$ cat src/rtl/mem_if_pkg.sv
// ---------------------------------------------------------------------------
// mem_if_pkg
// Shared definitions for the CPU data-memory responder.
//   state_t     : responder FSM states (INIT, IDLE, WAIT, RESP)
//   DATA_W_DEF  : default data word width
//   ADDR_W_DEF  : default request address width
//   MAX_WAIT    : largest supported WAIT_CYCLES value (sizes the wait counter)
// ---------------------------------------------------------------------------
package mem_if_pkg;

    typedef enum logic [1:0] {
        INIT = 2'd0,
        IDLE = 2'd1,
        WAIT = 2'd2,
        RESP = 2'd3
    } state_t;

    localparam int DATA_W_DEF = 8;
    localparam int ADDR_W_DEF = 8;
    localparam int MAX_WAIT   = 15;

endpackage

$ cat src/rtl/dmem_array.sv
// ---------------------------------------------------------------------------
// dmem_array
// DEPTH x DATA_W data storage, synchronous write and registered read.
//   clk    : clock, rising edge
//   we     : write enable
//   waddr  : write word index
//   wdata  : write data
//   raddr  : read word index
//   rdata  : registered read data (mem[raddr] as of the previous edge)
// ---------------------------------------------------------------------------
module dmem_array #(
    parameter int DATA_W = 8,
    parameter int DEPTH  = 256,
    parameter int IDX_W  = 8
) (
    input  logic              clk,
    input  logic              we,
    input  logic [IDX_W-1:0]  waddr,
    input  logic [DATA_W-1:0] wdata,
    input  logic [IDX_W-1:0]  raddr,
    output logic [DATA_W-1:0] rdata
);

    logic [DATA_W-1:0] r_mem [DEPTH];

    always_ff @(posedge clk) begin
        if (we) begin
            r_mem[waddr] <= wdata;
        end
        rdata <= r_mem[raddr];
    end

endmodule

$ cat src/rtl/data_mem_responder.sv
// ---------------------------------------------------------------------------
// data_mem_responder
// Responder end of the CPU data-memory request/response interface. After
// reset it sweeps zeros through the storage array, then serves one load or
// store at a time, inserting WAIT_CYCLES wait states before responding.
//   clk        : clock, rising edge
//   rst        : synchronous active-high reset
//   req_valid  : CPU presents a request
//   req_ready  : responder can accept a request (IDLE only)
//   req_we     : 1 = store, 0 = load
//   req_addr   : word address
//   req_wdata  : store data
//   rsp_valid  : response available, held until rsp_ready
//   rsp_ready  : CPU consumes the response
//   rsp_rdata  : load data; 0 for stores and out-of-range accesses
//   rsp_err    : address >= DEPTH
//   busy       : high whenever the FSM is not in IDLE
// ---------------------------------------------------------------------------
module data_mem_responder
    import mem_if_pkg::*;
#(
    parameter int DATA_W      = DATA_W_DEF,
    parameter int ADDR_W      = ADDR_W_DEF,
    parameter int DEPTH       = 256,
    parameter int WAIT_CYCLES = 2
) (
    input  logic              clk,
    input  logic              rst,
    input  logic              req_valid,
    output logic              req_ready,
    input  logic              req_we,
    input  logic [ADDR_W-1:0] req_addr,
    input  logic [DATA_W-1:0] req_wdata,
    output logic              rsp_valid,
    input  logic              rsp_ready,
    output logic [DATA_W-1:0] rsp_rdata,
    output logic              rsp_err,
    output logic              busy
);

    localparam int                IDX_W    = (DEPTH > 1) ? $clog2(DEPTH) : 1;
    localparam int                CNT_W    = $clog2(MAX_WAIT + 1);
    localparam logic [ADDR_W:0]   DEPTH_L  = (ADDR_W + 1)'(DEPTH);
    localparam logic [IDX_W-1:0]  LAST_IDX = IDX_W'(DEPTH - 1);
    localparam logic [CNT_W-1:0]  WAIT_L   = CNT_W'(WAIT_CYCLES);

    state_t             r_state;
    logic [IDX_W-1:0]   r_clr_ptr;
    logic [CNT_W-1:0]   r_cnt;
    logic               r_req_ready;
    logic               r_busy;
    logic               r_rsp_valid;
    logic               r_rsp_err;
    logic               r_rd_ok;
    logic               r_we;
    logic [ADDR_W-1:0]  r_addr;
    logic [DATA_W-1:0]  r_wdata;
    logic [IDX_W-1:0]   r_raddr;

    logic               w_cur_we;
    logic [ADDR_W-1:0]  w_cur_addr;
    logic [DATA_W-1:0]  w_cur_wdata;
    logic [IDX_W-1:0]   w_cur_idx;
    logic               w_in_range;
    logic               w_commit;
    logic               w_arr_we;
    logic [IDX_W-1:0]   w_arr_waddr;
    logic [DATA_W-1:0]  w_arr_wdata;
    logic [IDX_W-1:0]   w_arr_raddr;
    logic [DATA_W-1:0]  w_arr_rdata;

    // With zero wait states the commit edge is the accept edge, so the live
    // request fields are used in IDLE; otherwise the latched copies.
    assign w_cur_we    = (r_state == IDLE) ? req_we    : r_we;
    assign w_cur_addr  = (r_state == IDLE) ? req_addr  : r_addr;
    assign w_cur_wdata = (r_state == IDLE) ? req_wdata : r_wdata;
    assign w_cur_idx   = w_cur_addr[IDX_W-1:0];
    assign w_in_range  = {1'b0, w_cur_addr} < DEPTH_L;

    // True during the cycle whose closing edge enters RESP.
    assign w_commit = ((r_state == IDLE) && req_valid && (WAIT_CYCLES == 0)) ||
                      ((r_state == WAIT) && (r_cnt == CNT_W'(1)));

    // rst gates the write port so a store whose commit edge coincides with
    // reset is dropped.
    assign w_arr_we    = !rst && ((r_state == INIT) ||
                                  (w_commit && w_cur_we && w_in_range));
    assign w_arr_waddr = (r_state == INIT) ? r_clr_ptr : w_cur_idx;
    assign w_arr_wdata = (r_state == INIT) ? '0 : w_cur_wdata;

    // The read address only moves at a commit, so the registered read data
    // stays frozen on the last committed word. Any later store commit clears
    // r_rd_ok, so a changed array word is never exposed.
    assign w_arr_raddr = w_commit ? w_cur_idx : r_raddr;

    dmem_array #(
        .DATA_W (DATA_W),
        .DEPTH  (DEPTH),
        .IDX_W  (IDX_W)
    ) u_array (
        .clk    (clk),
        .we     (w_arr_we),
        .waddr  (w_arr_waddr),
        .wdata  (w_arr_wdata),
        .raddr  (w_arr_raddr),
        .rdata  (w_arr_rdata)
    );

    always_ff @(posedge clk) begin
        if (rst) begin
            r_state     <= INIT;
            r_clr_ptr   <= '0;
            r_cnt       <= '0;
            r_req_ready <= 1'b0;
            r_busy      <= 1'b1;
            r_rsp_valid <= 1'b0;
            r_rsp_err   <= 1'b0;
            r_rd_ok     <= 1'b0;
        end else begin
            case (r_state)
                INIT: begin
                    r_clr_ptr <= r_clr_ptr + IDX_W'(1);
                    if (r_clr_ptr == LAST_IDX) begin
                        r_state     <= IDLE;
                        r_req_ready <= 1'b1;
                        r_busy      <= 1'b0;
                    end
                end
                IDLE: begin
                    if (req_valid) begin
                        r_we        <= req_we;
                        r_addr      <= req_addr;
                        r_wdata     <= req_wdata;
                        r_cnt       <= WAIT_L;
                        r_state     <= WAIT;
                        r_req_ready <= 1'b0;
                        r_busy      <= 1'b1;
                    end
                end
                WAIT: begin
                    r_cnt <= r_cnt - CNT_W'(1);
                end
                RESP: begin
                    if (rsp_ready) begin
                        r_rsp_valid <= 1'b0;
                        r_rsp_err   <= 1'b0;
                        r_state     <= IDLE;
                        r_req_ready <= 1'b1;
                        r_busy      <= 1'b0;
                    end
                end
                default: r_state <= INIT;
            endcase

            // Commit edge: overrides the IDLE/WAIT next state with RESP.
            if (w_commit) begin
                r_state     <= RESP;
                r_rsp_valid <= 1'b1;
                r_rsp_err   <= !w_in_range;
                r_rd_ok     <= !w_cur_we && w_in_range;
                r_raddr     <= w_cur_idx;
            end
        end
    end

    assign req_ready = r_req_ready;
    assign busy      = r_busy;
    assign rsp_valid = r_rsp_valid;
    assign rsp_err   = r_rsp_err;
    assign rsp_rdata = r_rd_ok ? w_arr_rdata : '0;

endmodule
$ cat config.mk
export PLATFORM = sky130hd
export DESIGN_NAME = data_mem_responder
export DESIGN_NICKNAME = d
export VERILOG_FILES = /design/src/rtl/mem_if_pkg.sv /design/src/rtl/dmem_array.sv /design/src/rtl/data_mem_responder.sv
export SDC_FILE = /design/constraint.sdc
export NUM_CORES = 2
export LEC_CHECK = 0
export CAP_MARGIN = 10
export CELL_PAD_IN_SITES_DETAIL_PLACEMENT = 1
export CELL_PAD_IN_SITES_GLOBAL_PLACEMENT = 1
export CORE_ASPECT_RATIO = 0.9
export CORE_MARGIN = 5
export CORE_UTILIZATION = 40
export DETAILED_ROUTE_END_ITERATION = 10
export GPL_ROUTABILITY_DRIVEN = 0
export GPL_TIMING_DRIVEN = 0
export PLACE_DENSITY = 0.59
export SLEW_MARGIN = 20
export SYNTH_ARGS = -nofsm -noshare
export SYNTH_HDL_FRONTEND = slang
export SYNTH_SLANG_ARGS = --single-unit
$ cat constraint.sdc
create_clock -name clk -period 10.9 [get_ports clk]
set_input_delay 2.18 -clock clk [delete_from_list [all_inputs] [get_ports clk]]
set_output_delay 2.18 -clock clk [all_outputs]
set_load 0.005 [all_outputs]
==> flow_summary_export.csv <==
group,metric,value,unit
run_status,status,"finished, final reports clean",
floorplan,initial_utilization,0.401,
clock_network,clock_latency,0.90,ns
grt,antenna_found_initial,45,
timing,holdWs,0.505,ns
clock_network,cts_setup_buffers,0,
setup_path,reg2regPathDepth,13,
route,post_drt_wl_per_cell,50.3,um
yosys,synth_top_cell_by_area,"edfxtp_1",
yosys,synthesis.area,82600,um2
yosys,netlist_top_cells_area,"edfxtp_1 (75%), mux4_2 (7.0%), mux2i_1 (6.3%), o221ai_1 (2.5%), nor2_1 (1.4%)",
floorplan,die-height,441,um
finish,fill_cells,18975,
timing,period_minus_slack,8.35,ns
job,cap_viol_max_count,0,
pwr,ir_drop,0.201,mV
route,first_pass_iters,9,
placement,io_buffers,31,
route,vias_per_cell,6.81,
placement,hpwlAfterDp,262,mm
setup_path,arrival,8.96,ns
yosys,ys_seq_area_frac,0.760,
clock_network,cts_buffer_depth,3,
yosys,synth.mux.area_fraction,0.137,
timing,fmax,120,MHz
finish,multiInputGateArea,18300,um2
yosys,synth_common_cells,"edfxtp_1 (2,073), mux2i_1 (516), nor2_1 (314), mux4_2 (256), o221ai_1 (240)",
route,drtIter0Drc,10096,
timing,fin_crit_sh,0.766,
clock_network,cts_sinks,2099,
clock_network,numCtsBuffers,214,
timing,rsz0062_at_grt,"no",
worst_hold_path,hold_path.class,"flip-flop to flip-flop",
finish,area_delta_synth_final,15.5,%
route,via_count,52001,
floorplan,rows,158,
clock_network,cts_root_buffer,"clkbuf_16",
floorplan,core-area,206000,um2
pwr,power_density,191,nW/um2
placement,post_dp_cell_area,88600,um2
finish,fin_nets,4739,
clock_network,cts_tree,"done",
timing,setup_tns,0,ns
timing,max_slew_margin,0.0635,
grt,grt_max_degree,37,
route,post-route-drc-count,0,
clock_network,cts_max_level,4,
floorplan,dieArea,216000,um2
floorplan,ioPinCount,33,
setup_path,worst-setup-path-type,"input pin to flip-flop",
yosys,synth_top_family_by_area,"multiplexers",
yosys,synth_compound_area_frac,0.0512,
setup_path,worstPathRequired,11.51,ns
finish,design_area,95400,um2
grt,grtUsageTotal,0.351,
yosys,yosysWarnings,0,
setup_path,critPathMaxFanout,10,
clock_network,clk_pin_slew,0.07,ns
yosys,synth_top_cell_area_share,0.754,
yosys,synth_fa_ha_area_frac,0.00106,
yosys,synth_cell_types,58,
timing,slew_viol_final,0,
yosys,syn_inst,4371,
grt,grt-ovfl-total,0,
yosys,synthesis.nets,4399,
yosys,ys_ff_latch,2099,
grt,grt_pass1_vias,48728,
yosys,synth_most_common_cell,"edfxtp_1",
clock_network,cts.hold.buffers_added,0,
pwr,finalPower,18200,uW
finish,drive_above_1_share,0.190,
grt,grt_first_pass_wirelength,489,mm
setup_path,cp-start-kind,"input pin",
clock_network,ctsResizeCount,0,
yosys,ys_async_sr_fraction,0,
timing,finalSetupViolCount,0,
route,ant_nets,0,
yosys,avgSynthCellArea,18.9,um2
setup_path,worstSetupEndpointType,"flip-flop",
timing,hold_viol_final,0,
finish,ff_latch_area,62800,um2
yosys,yosys.area_share.simple,0.0299,
worst_hold_path,whs_path_depth,2,
route,drt_wl_total,384,mm
timing,finalClockSkew,0.0451,ns
yosys,yosys_most_used_dff,"edfxtp_1",
yosys,synth_edf_count,2073,
yosys,yosys.area_share.xor_xnor,0.000530,
floorplan,fp.dieW,489,um
pwr,p_leak,0.0312,uW
timing,worst_slew_pin_slew,1.40,ns
finish,utilization,0.464,
## report_power, final
part	internal (uW)	switching (uW)	total (uW)
logic	447	1420	1860
registers	9050	15.8	9070
clock network	4020	3270	7300
## cell families (layout without fill, tap and decap cells)
group                      Yosys count  after routing
AOI/OAI and AO/OA                  594            594
buffers and inverters              298            823
adders and majority gates            7              7
xor gates and xnor gates             5              5
muxes                              808            808
other                                1             16
DFF                               2099           2099
and+or+nand+nor                    559            559
## worst paths after layout
kind	slack [ns]	end	from
worst max-delay path	2.55	u_array.rdata[7]	req_addr[1]
worst max register to register	3.42	u_array.rdata[7]	r_state[0]
worst min-delay path	0.51	rsp_valid	rsp_valid
worst min register to register	0.51	rsp_valid	rsp_valid
## routing by layer
layer  up-vias  wire [um]  track usage  part of all wire
li1      18636          -            -                 -
met1     27837     142000        0.460              0.37
met2      4522     156000        0.479              0.41
met3       992      58400        0.159              0.15
met4        14      27500        0.202             0.072
met5         -        330      0.00679           0.00086
## sequential cells by signal (all words and copies together), names as in the netlist
register / flops
rsp_valid: 1
u_array.r_mem: 2048
req_ready: 1
r_we: 1
r_wdata: 8
r_clr_ptr: 8
r_state: 2
busy: 1
r_raddr: 8
r_rd_ok: 1
u_array.rdata: 8
r_addr: 8
r_cnt: 4
## layout by cell type, fill, tap and decap left out, types with 58 or more instances in the layout
master,count
buf_12,60
nand2_1,64
o221ai_1,240
clkbuf_1,114
a21oi_1,162
edfxtp_1,2073
mux2i_1,516
nor2_1,297
mux4_2,256
and2_1,58
clkbuf_16,216
clkbuf_2,82
buf_4,67
## critical path: stages
cell	delay (ns)
clkdlybuf4s50_1	0.45
mux2_2	0.32
mux2i_1	0.53
buf_4	0.65
buf_2	0.94
buf_2	0.96
mux4_2	0.48
a21oi_1	0.87
nor3_1	0.16
nor4_1	0.87
o2111ai_1	0.47
## through the flow
step,instances,setup slack [ns]
finish,7631,2.55
detailed placement,7215,2.17
CTS,7616,3.06
floorplan,4371,1.36
global route,7617,2.97
global placement,7122,-8.23
## cell type report
cell class	count	share of cell area
Antenna cell	15	0.000393
Clock inverter	111	0.0106
Multi-Input combinational cell	1974	0.192
Clock buffer	290	0.0601
Inverter	19	0.000748
Tap cell	2720	0.0357
Timing Repair Buffer	124	0.0248
Buffer	279	0.0177
Sequential cell	2099	0.658
Note: power is estimated with default switching activity, not from simulation.
